`src/rtl/proc_pkg.sv`:
```
// Shared definitions for the 8-register processor control path: opcodes,
// timestep encoding and instruction-register field positions.
package proc_pkg;

    typedef enum logic [1:0] {
        T0 = 2'd0,
        T1 = 2'd1,
        T2 = 2'd2,
        T3 = 2'd3
    } state_e;

    localparam logic [2:0] OP_MV  = 3'b000;
    localparam logic [2:0] OP_MVI = 3'b001;
    localparam logic [2:0] OP_ADD = 3'b010;
    localparam logic [2:0] OP_SUB = 3'b011;

    // IR layout is IIIXXXYYY
    localparam int IR_W     = 9;
    localparam int IR_OP_HI = 8;
    localparam int IR_OP_LO = 6;
    localparam int IR_X_HI  = 5;
    localparam int IR_X_LO  = 3;
    localparam int IR_Y_HI  = 2;
    localparam int IR_Y_LO  = 0;

endpackage

```
`src/rtl/dec3to8.sv`:
```
// 3-to-8 one-hot decoder with enable; shared with the register file.
module dec3to8 (
    input  logic       en,
    input  logic [2:0] w,
    output logic [7:0] y
);

    always_comb begin
        y = 8'b0;
        if (en) begin
            y[w] = 1'b1;
        end
    end

endmodule

```
`src/rtl/proc_control_unit.sv`:
```
// Multi-cycle control FSM: captures IIIXXXYYY from DIN into IR and sequences
// bus selects, register enables and ALU strobes over timesteps T0..T3.
module proc_control_unit
    import proc_pkg::*;
#(
    parameter int N = 16
) (
    input  logic         Clock,
    input  logic         Resetn,
    input  logic         Run,
    input  logic [N-1:0] DIN,
    output logic [7:0]   sel_r,
    output logic         sel_g,
    output logic         sel_din,
    output logic [7:0]   r_in,
    output logic         a_in,
    output logic         g_in,
    output logic         add_sub,
    output logic         ir_in,
    output logic         done
);

    state_e            state_q, state_d;
    logic [IR_W-1:0]   ir_q;
    logic [2:0]        opcode, rx, ry;
    logic [2:0]        sel_idx;
    logic              wr_en;

    // Only the instruction field of DIN is consumed; immediates go straight to the bus mux.
    logic unused_din;
    assign unused_din = ^DIN[N-IR_W-1:0];

    assign opcode = ir_q[IR_OP_HI:IR_OP_LO];
    assign rx     = ir_q[IR_X_HI:IR_X_LO];
    assign ry     = ir_q[IR_Y_HI:IR_Y_LO];

    always_ff @(posedge Clock or negedge Resetn) begin
        if (!Resetn) begin
            state_q <= T0;
            ir_q    <= '0;
        end else begin
            state_q <= state_d;
            if (state_q == T0 && Run) begin
                ir_q <= DIN[N-1:N-IR_W];
            end
        end
    end

    always_comb begin
        state_d = state_q;
        sel_idx = 3'd0;
        sel_g   = 1'b0;
        sel_din = 1'b0;
        wr_en   = 1'b0;
        a_in    = 1'b0;
        g_in    = 1'b0;
        add_sub = 1'b0;
        ir_in   = 1'b0;
        done    = 1'b0;
        unique case (state_q)
            T0: begin
                // Gated by Resetn so nothing toggles while reset is held.
                ir_in = Run & Resetn;
                if (Run) begin
                    state_d = T1;
                end
            end
            T1: begin
                state_d = T0;
                unique case (opcode)
                    OP_MV: begin
                        sel_idx = ry;
                        wr_en   = 1'b1;
                        done    = 1'b1;
                    end
                    OP_MVI: begin
                        sel_din = 1'b1;
                        wr_en   = 1'b1;
                        done    = 1'b1;
                    end
                    OP_ADD, OP_SUB: begin
                        sel_idx = rx;
                        a_in    = 1'b1;
                        state_d = T2;
                    end
                    default: begin
                        done = 1'b1;
                    end
                endcase
            end
            T2: begin
                sel_idx = ry;
                g_in    = 1'b1;
                add_sub = (opcode == OP_SUB);
                state_d = T3;
            end
            T3: begin
                sel_g   = 1'b1;
                wr_en   = 1'b1;
                done    = 1'b1;
                state_d = T0;
            end
            default: begin
                state_d = T0;
            end
        endcase
    end

    assign sel_r = {5'b0, sel_idx};

    dec3to8 u_dec_rin (
        .en (wr_en),
        .w  (rx),
        .y  (r_in)
    );

endmodule

```
`config.mk`:
```
export PLATFORM = sky130hd
export DESIGN_NAME = proc_control_unit
export DESIGN_NICKNAME = d
export VERILOG_FILES = /design/src/rtl/proc_pkg.sv /design/src/rtl/dec3to8.sv /design/src/rtl/proc_control_unit.sv
export SDC_FILE = /design/constraint.sdc
export NUM_CORES = 1
export LEC_CHECK = 0
export CAP_MARGIN = 15
export CORE_MARGIN = 2
export CORE_UTILIZATION = 35
export DETAILED_ROUTE_END_ITERATION = 8
export GPL_ROUTABILITY_DRIVEN = 0
export PLACE_DENSITY = 0.76
export SYNTH_ARGS = -nofsm -noshare
export SYNTH_HDL_FRONTEND = slang
export SYNTH_SLANG_ARGS = --single-unit
```
`constraint.sdc`:
```
create_clock -name Clock -period 4.7 [get_ports Clock]
set_input_delay 0.94 -clock Clock [delete_from_list [all_inputs] [get_ports Clock]]
set_output_delay 0.94 -clock Clock [all_outputs]
set_load 0.02 [all_outputs]
```
* After elaboration in Yosys (flattened, before gate mapping) *
Index checks and enable logic that the tools add are counted.

storage, ports and cells
  register bits after elaboration = 11
  output and inout bits = 23

operators by class
  magnitude comparators = 2
  equality and inequality tests = 7
  mux-type cells = 20
  bitwise operators = 1
  reduce and logical (&&, ||, !) cells = 6

operators by type and width
  cell                                                                count
  one-hot mux 3 bit (2 select lines)                                  2
  two-way mux 1 bit                                                   11
  two-way mux 8 bit                                                   1
  one-hot mux 2 bit (4 select lines)                                  1
  equality test 3 x 2 -> 1 bit (second input constant)                2
  equality test 2 bit (second input constant)                         2
  less-than comparator 3 x 4 -> 1 bit (second input constant)         1
  two-way mux 2 bit                                                   2
  one-hot mux 1 bit (2 select lines)                                  2
  OR reduction 2 bit                                                  2
  demux 1 bit (select 3 bit)                                          1
  equality test 3 x 1 -> 1 bit (second input constant)                1
  greater-or-equal comparator 3 x 1 -> 1 bit (second input constant)  1
  zero test 3 bit                                                     1
  equality test 2 x 1 -> 1 bit (second input constant)                1
  logical AND 1 bit                                                   2
  zero test 2 bit                                                     1
  inequality test 2 bit (second input constant)                       1
  AND 1 bit                                                           1

* Logic depth before layout (Yosys ltp) *
Gate-level depths: netlist of the first run.

  depth in word-level cells = 5
  depth in mapped cells = 5
  mapped depth without buffers = 5

* Modules after synthesis *
A second synthesis of the first run with hierarchy kept.

second synthesis, totals
  cell total of the unflattened synthesis = 62
  area, all modules = 737.0 um^2

modules (own cells, without submodules)
  module             instances  cells each  area an instance (um^2)
  proc_control_unit  1          54          640.6
  dec3to8            1          8           96.3

* Worst setup path after synthesis of the first run *
OpenSTA, ideal clock, no wires.

  path kind = register -> output
  start = register (tool-made name)
  end = output port r_in[0]
  arrival = 1.482 ns
  required time = 3.760 ns
  path slack = 2.278 ns
  stages on the path, launching flop included = 6
  buffers on the path = 0
  cells stage by stage = dfrtp_1 -> inv_1 -> ha_1 -> nor3b_4 -> o21bai_1 -> nor3_1

RTL lines
  what           line                     source
  end, declared  proc_control_unit.sv:15  output logic [7:0] r_in,

* Worst setup path in the final report of the first run *
  start = input port Resetn
  end = output port ir_in

between the ends
  cells in the longest elaborated chain, start to end = 2

RTL lines
  what               line                     source
  start, declared    proc_control_unit.sv:9   input logic Resetn,
  AND 1 bit          proc_control_unit.sv:63  ir_in = Run & Resetn;
  two-way mux 1 bit  proc_control_unit.sv:60  unique case (state_q)
  end, declared      proc_control_unit.sv:19  output logic ir_in,

No other way between the ends.

==> results.toml, run 1 <==
[critical_path]
worst-endpoint-required_ns = 3.76
worstPathArrival_ns = 2.35
reg2reg_depth = 5
crit_type = "in2out"
rr_startpoint = "state_q[0]"
cp_max_fo = 12
critPathLaunchType = "primary input"
r2r_slack_ns = 3.25
cp-end-kind = "output pin"

[synth]
synth-seq-area-share_pct = 39.2
yosysUniqueCellTypes = 22
avgSynthCellArea_um2 = 10.6
synth_cells = 66
synth_area_um2 = 702
synth_warnings = 0
ys_ff_latch = 11

[sta]
finClkSkew_ns = 0.00375
fmax_mhz = 304
final.min_clock_period_ns = 3.29
setup_viol = 0
report.final.hold_viol_count = 0
fin_setup_tns_ns = 0
finalMaxSlewViolations = 0
rsz0062_at_grt = "no"
post-route-period-util_pct = 70.0

[detailed_routing]
ant_nets = 0
dr.first_iter.drc_count = 12
wl_per_cell_um = 11.4
wl_um = 1440
vias_per_cell = 4.48
drtPass1Iterations = 4
vias = 564
drc = 0

[finish]
fin_util_pct = 54.0
antenna_cells = 0
drive_gt1_share_pct = 18.2
fin_area_mm2 = 0.00104
nFillCells = 182
regArea_um2 = 275
multiInputGateArea_um2 = 389
area_growth_pct = 47.8
nets = 124

[grt]
track_usage_pct = 13.2
grt_first_pass_wirelength_um = 2400
first_global_vias = 558
antenna_found_initial = 0
overflow = 0
grt_max_degree = 13

[floorplanning]
dieArea_mm2 = 0.00238
io_pins = 42
die_height_um = 48.8
num_rows = 16
coreArea_mm2 = 0.00192
die_w_um = 48.8
start_util_pct = 36.5

[power]
p_leak_uw = 0.000455
vdd_drop_max_v = 0.000290
power_density_mw_per_mm2 = 591

[worst_hold_path]
holdPathEnd = "ir_q[2]"
whs_path_depth = 1
hold_start = "ir_q[2]"
hp-class = "reg2reg"

[place]
placed_cell_area_mm2 = 0.00101
dp.final_hpwl_um = 1170
port_buffers = 29

[clock_tree]
cts_buffer_depth = 2
cts_buffers = 3
postCtsResizedCells = 0
htree_levels = 1
cts_hold_buffers = 0
clk_pin_slew_ns = 0.06
cts_setup_buffers = 0
cts_sinks = 11
cts_tree = "done"
clkLatencyLatePin_ns = 0.26
cts_root_buffer = "clkbuf_4"

[status]
status = "finished clean"

[run]
maxCapViolCount = 0
state kept, by name, indices dropped and copies added (netlist names), named ones only:
| name | count |
|---|---|
| ir_q | 9 |
| state_q | 1 |
cell type report:
type                    instances  area share, %
well taps                      27           3.26
repair buffers                 30           28.7
inverters                       4           1.45
clock buffers                   4           2.53
multi-input cells              50           37.5
flip-flops and latches         11           26.5
per-stage QoR:
step	instances	hold WS [ns]	power, uW	setup WS, ns
2_1_floorplan	70	0.480	427	2.28
3_3_place_gp	122	0.494	543	1.39
3_5_place_dp	122	0.496	555	1.39
4_1_cts	126	0.512	619	1.39
5_1_grt	126	0.536	660	1.34
6_report	126	0.510	613	1.41
placed cells by master (no fill, tap or decap), drive strengths merged:
| master | n |
|---|---|
| a21o | 1 |
| a21oi | 1 |
| a32o | 3 |
| and2 | 2 |
| and2b | 1 |
| and3 | 3 |
| buf | 1 |
| clkbuf | 4 |
| clkdlybuf4s50 | 29 |
| conb | 5 |
| dfrtp | 11 |
| ha | 5 |
| inv | 4 |
| mux2 | 10 |
| nand2 | 2 |
| nand2b | 2 |
| nor2 | 7 |
| nor2b | 1 |
| nor3 | 3 |
| nor3b | 1 |
| o21ai | 1 |
| o21bai | 2 |
logic make-up (layout without fill, tap and decap cells):
group / count (synthesis) / after routing / share of synthesized area [%]
and+or+nand+nor: 22 / 22 / 18.9
DFF: 11 / 11 / 39.2
buffers and inverters: 9 / 38 / 7.49
muxes: 10 / 10 / 16.0
adders and majority gates: 5 / 5 / 8.91
AOI/OAI and AO/OA: 8 / 8 / 8.91
other: 1 / 5 / 0.534
critical path, stage by stage:
cell and delay [ns]:
clkdlybuf4s50_1 0.46, buf_4 0.19, and3_1 0.17, clkdlybuf4s50_1 0.60
synthesized netlist by cell type (all sizes together):
master  number  area, um2
dfrtp       11        275
mux2        10        113
nor2         7       26.3
buf          5       37.5
ha           5       62.6
inv          4       15.0
a32o         3       30.0
and3         3       18.8
nor3         3       15.0
and2         2       15.0
nand2        2       10.0
nand2b       2       12.5
o21bai       2       15.0
a21o         1       7.51
a21oi        1       5.00
and2b        1       7.51
conb         1       3.75
nor2b        1       8.76
nor3b        1       18.8
o21ai        1       5.00
metal layers:
layer	vias up	GRT usage (%)	share of wire (%)
li1	284	-	-
met1	259	16.1	46
met2	19	21.0	48
met5	-	0	0
met3	2	3.99	5.4
met4	0	7.14	1.3
worst max path at each step:
stage,start,endpoint,slack (ns),cells past startpoint
floorplan,register,r_in[0],2.28,5
global placement,Resetn,ir_in,1.39,4
detailed placement,Resetn,ir_in,1.39,4
CTS,Resetn,ir_in,1.39,4
global route,Resetn,ir_in,1.34,4
finish,Resetn,ir_in,1.41,4
power by group:
group	internal, uW	switching [uW]	total (uW)
combinational	186	172	358
clock	32.8	29.7	62.5
sequential	143	49.2	192
total	362	251	613
Power figures use the tool's default switching activity.
==> run 2: changes to the inputs <==
- clock period: 4.7 -> 3.2 ns (I/O delays scaled with it)
==> results.toml, run 2 (same netlist as run 1, synthesis figures left out) <==
[finish]
regArea_um2 = 275
area_growth_pct = 47.8
drive_gt1_share_pct = 18.2
multiInputGateArea_um2 = 389
largest_register_ffs = 9
top_register = "ir_q"
antenna_cells = 0
nets = 124
final_common_cell = "clkdlybuf4s50_1"
nFillCells = 179
final_cell_mix = "29 x clkdlybuf4s50_1, 11 x dfrtp_1, 10 x mux2_2, 7 x nor2_1"
top_regs = "ir_q x9, state_q x1"

[power]
combPwrFrac_pct = 58.6
p_switching_uw = 365
vdd_drop_max_v = 0.000418
power_density_mw_per_mm2 = 864
p_leak_uw = 0.000455
netSwitchingFraction_pct = 40.7
seq_power_share_pct = 31.2
clkPwrFrac_pct = 10.2
power.internal_uw = 532

[run]
maxCapViolCount = 0

[floorplanning]
dieArea_mm2 = 0.00238
coreArea_mm2 = 0.00192
die_height_um = 48.8
start_util_pct = 36.5
num_rows = 16
die_w_um = 48.8
io_pins = 42

[grt]
track_usage_pct = 13.2
antenna_found_initial = 0
overflow = 0
grt_max_degree = 12
first_global_vias = 589
grt_first_pass_wirelength_um = 2410

[detailed_routing]
drtPass1Iterations = 4
drc = 0
dr.first_iter.drc_count = 7
vias = 563
vias_per_cell = 4.47
wl_per_cell_um = 11.4
ant_nets = 0
wl_um = 1430

[clock_tree]
cts_sinks = 11
postCtsResizedCells = 0
htree_levels = 1
cts_buffer_depth = 2
clk_pin_slew_ns = 0.07
cts_hold_buffers = 0
cts_buffers = 3
cts_setup_buffers = 0
cts_tree = "done"
clkLatencyLatePin_ns = 0.26
cts_root_buffer = "clkbuf_4"

[critical_path]
worstPathArrival_ns = 2.27
r2r_slack_ns = 1.74
reg2reg_depth = 5
crit_slowest_cell = "clkdlybuf4s50_1"
crit_path_cell_trace = "inv_1, ha_1, nor3b_4, a21o_1, a32o_1, clkdlybuf4s50_1"
worst-endpoint-required_ns = 2.56
rr_startpoint = "state_q[0]"
cp-end-kind = "output pin"
cp_max_fo = 4
critPathLaunchType = "register"
crit_type = "reg2out"
slowest_delay_ns = 0.61

[sta]
post-route-period-util_pct = 91.0
fmax_mhz = 343
final.min_clock_period_ns = 2.91
rsz0062_at_grt = "no"
finClkSkew_ns = 0.00268
report.final.hold_viol_count = 0
finalMaxSlewViolations = 0
setup_viol = 0
fin_setup_tns_ns = 0
finalWorstSetupSlack_ns = 0.287

[worst_hold_path]
holdPathEnd = "ir_q[1]"
whs_path_depth = 1
hold_start = "ir_q[1]"
hp-class = "reg2reg"

[place]
pre_cts_ws_ns = 0.569
port_buffers = 29
dp.final_hpwl_um = 1180

[status]
status = "finished clean"
==> run 2: cell counts in the layout (fill, tap and decap cells not counted) <==
No cell type changed its count.
==> run 2: routing by layer <==
metal	global-route usage, %	wire length [um]	vias up
li1	-	-	284
met1	15.9	643	260
met2	22.6	721	19
met3	3.07	67	0
met4	5.71	0	0
met5	0	0	-
==> run 2: layout make-up <==
| type | instances | share of cell area [%] |
|---|---|---|
| Clock buffer | 4 | 2.53 |
| Sequential cell | 11 | 26.5 |
| Inverter | 4 | 1.45 |
| Multi-Input combinational cell | 50 | 37.5 |
| Timing Repair Buffer | 30 | 28.7 |
| Tap cell | 27 | 3.26 |
==> run 2: worst max path at each step <==
stage,slack [ns],endpoint,depth (start not counted),from
floorplan,1.08,r_in[0],5,register
global placement,0.61,sel_r[0],6,register
detailed placement,0.57,sel_r[2],6,register
CTS,0.28,sel_r[2],6,register
global route,0.11,r_in[0],6,register
finish,0.29,sel_r[2],6,register
==> run 2: per-stage QoR <==
| stage | total power, uW | util (%) | cells | hold WS (ns) | instance area, um2 |
|---|---|---|---|---|---|
| detailed placement | 811 | 52.6 | 122 | 0.496 | 1010 |
| global placement | 798 | 52.6 | 122 | 0.495 | 1010 |
| finish | 896 | 54.0 | 126 | 0.515 | 1040 |
| global route | 966 | 54.0 | 126 | 0.540 | 1040 |
| floorplan | 627 | - | 70 | 0.344 | 717 |
| CTS | 907 | 54.0 | 126 | 0.512 | 1040 |
==> run 2: power by group through the flow <==
stage / logic [uW] / clock network, uW / registers [uW]
after floorplan: 362 / 0 / 265
after global placement: 520 / 0 / 278
after detailed placement: 527 / 0 / 283
after CTS: 530 / 96.4 / 280
after global routing: 568 / 107 / 291
final: 526 / 91.3 / 280
==> run 2: critical path: cells and delay by family, from the launching register on <==
| family | cells | cell delay (ns) |
|---|---|---|
| fa+ha+maj | 1 | 0.22 |
| buf+inv | 2 | 0.73 |
| compound gates | 2 | 0.37 |
| simple gates | 1 | 0.28 |
| flops | 1 | 0.41 |
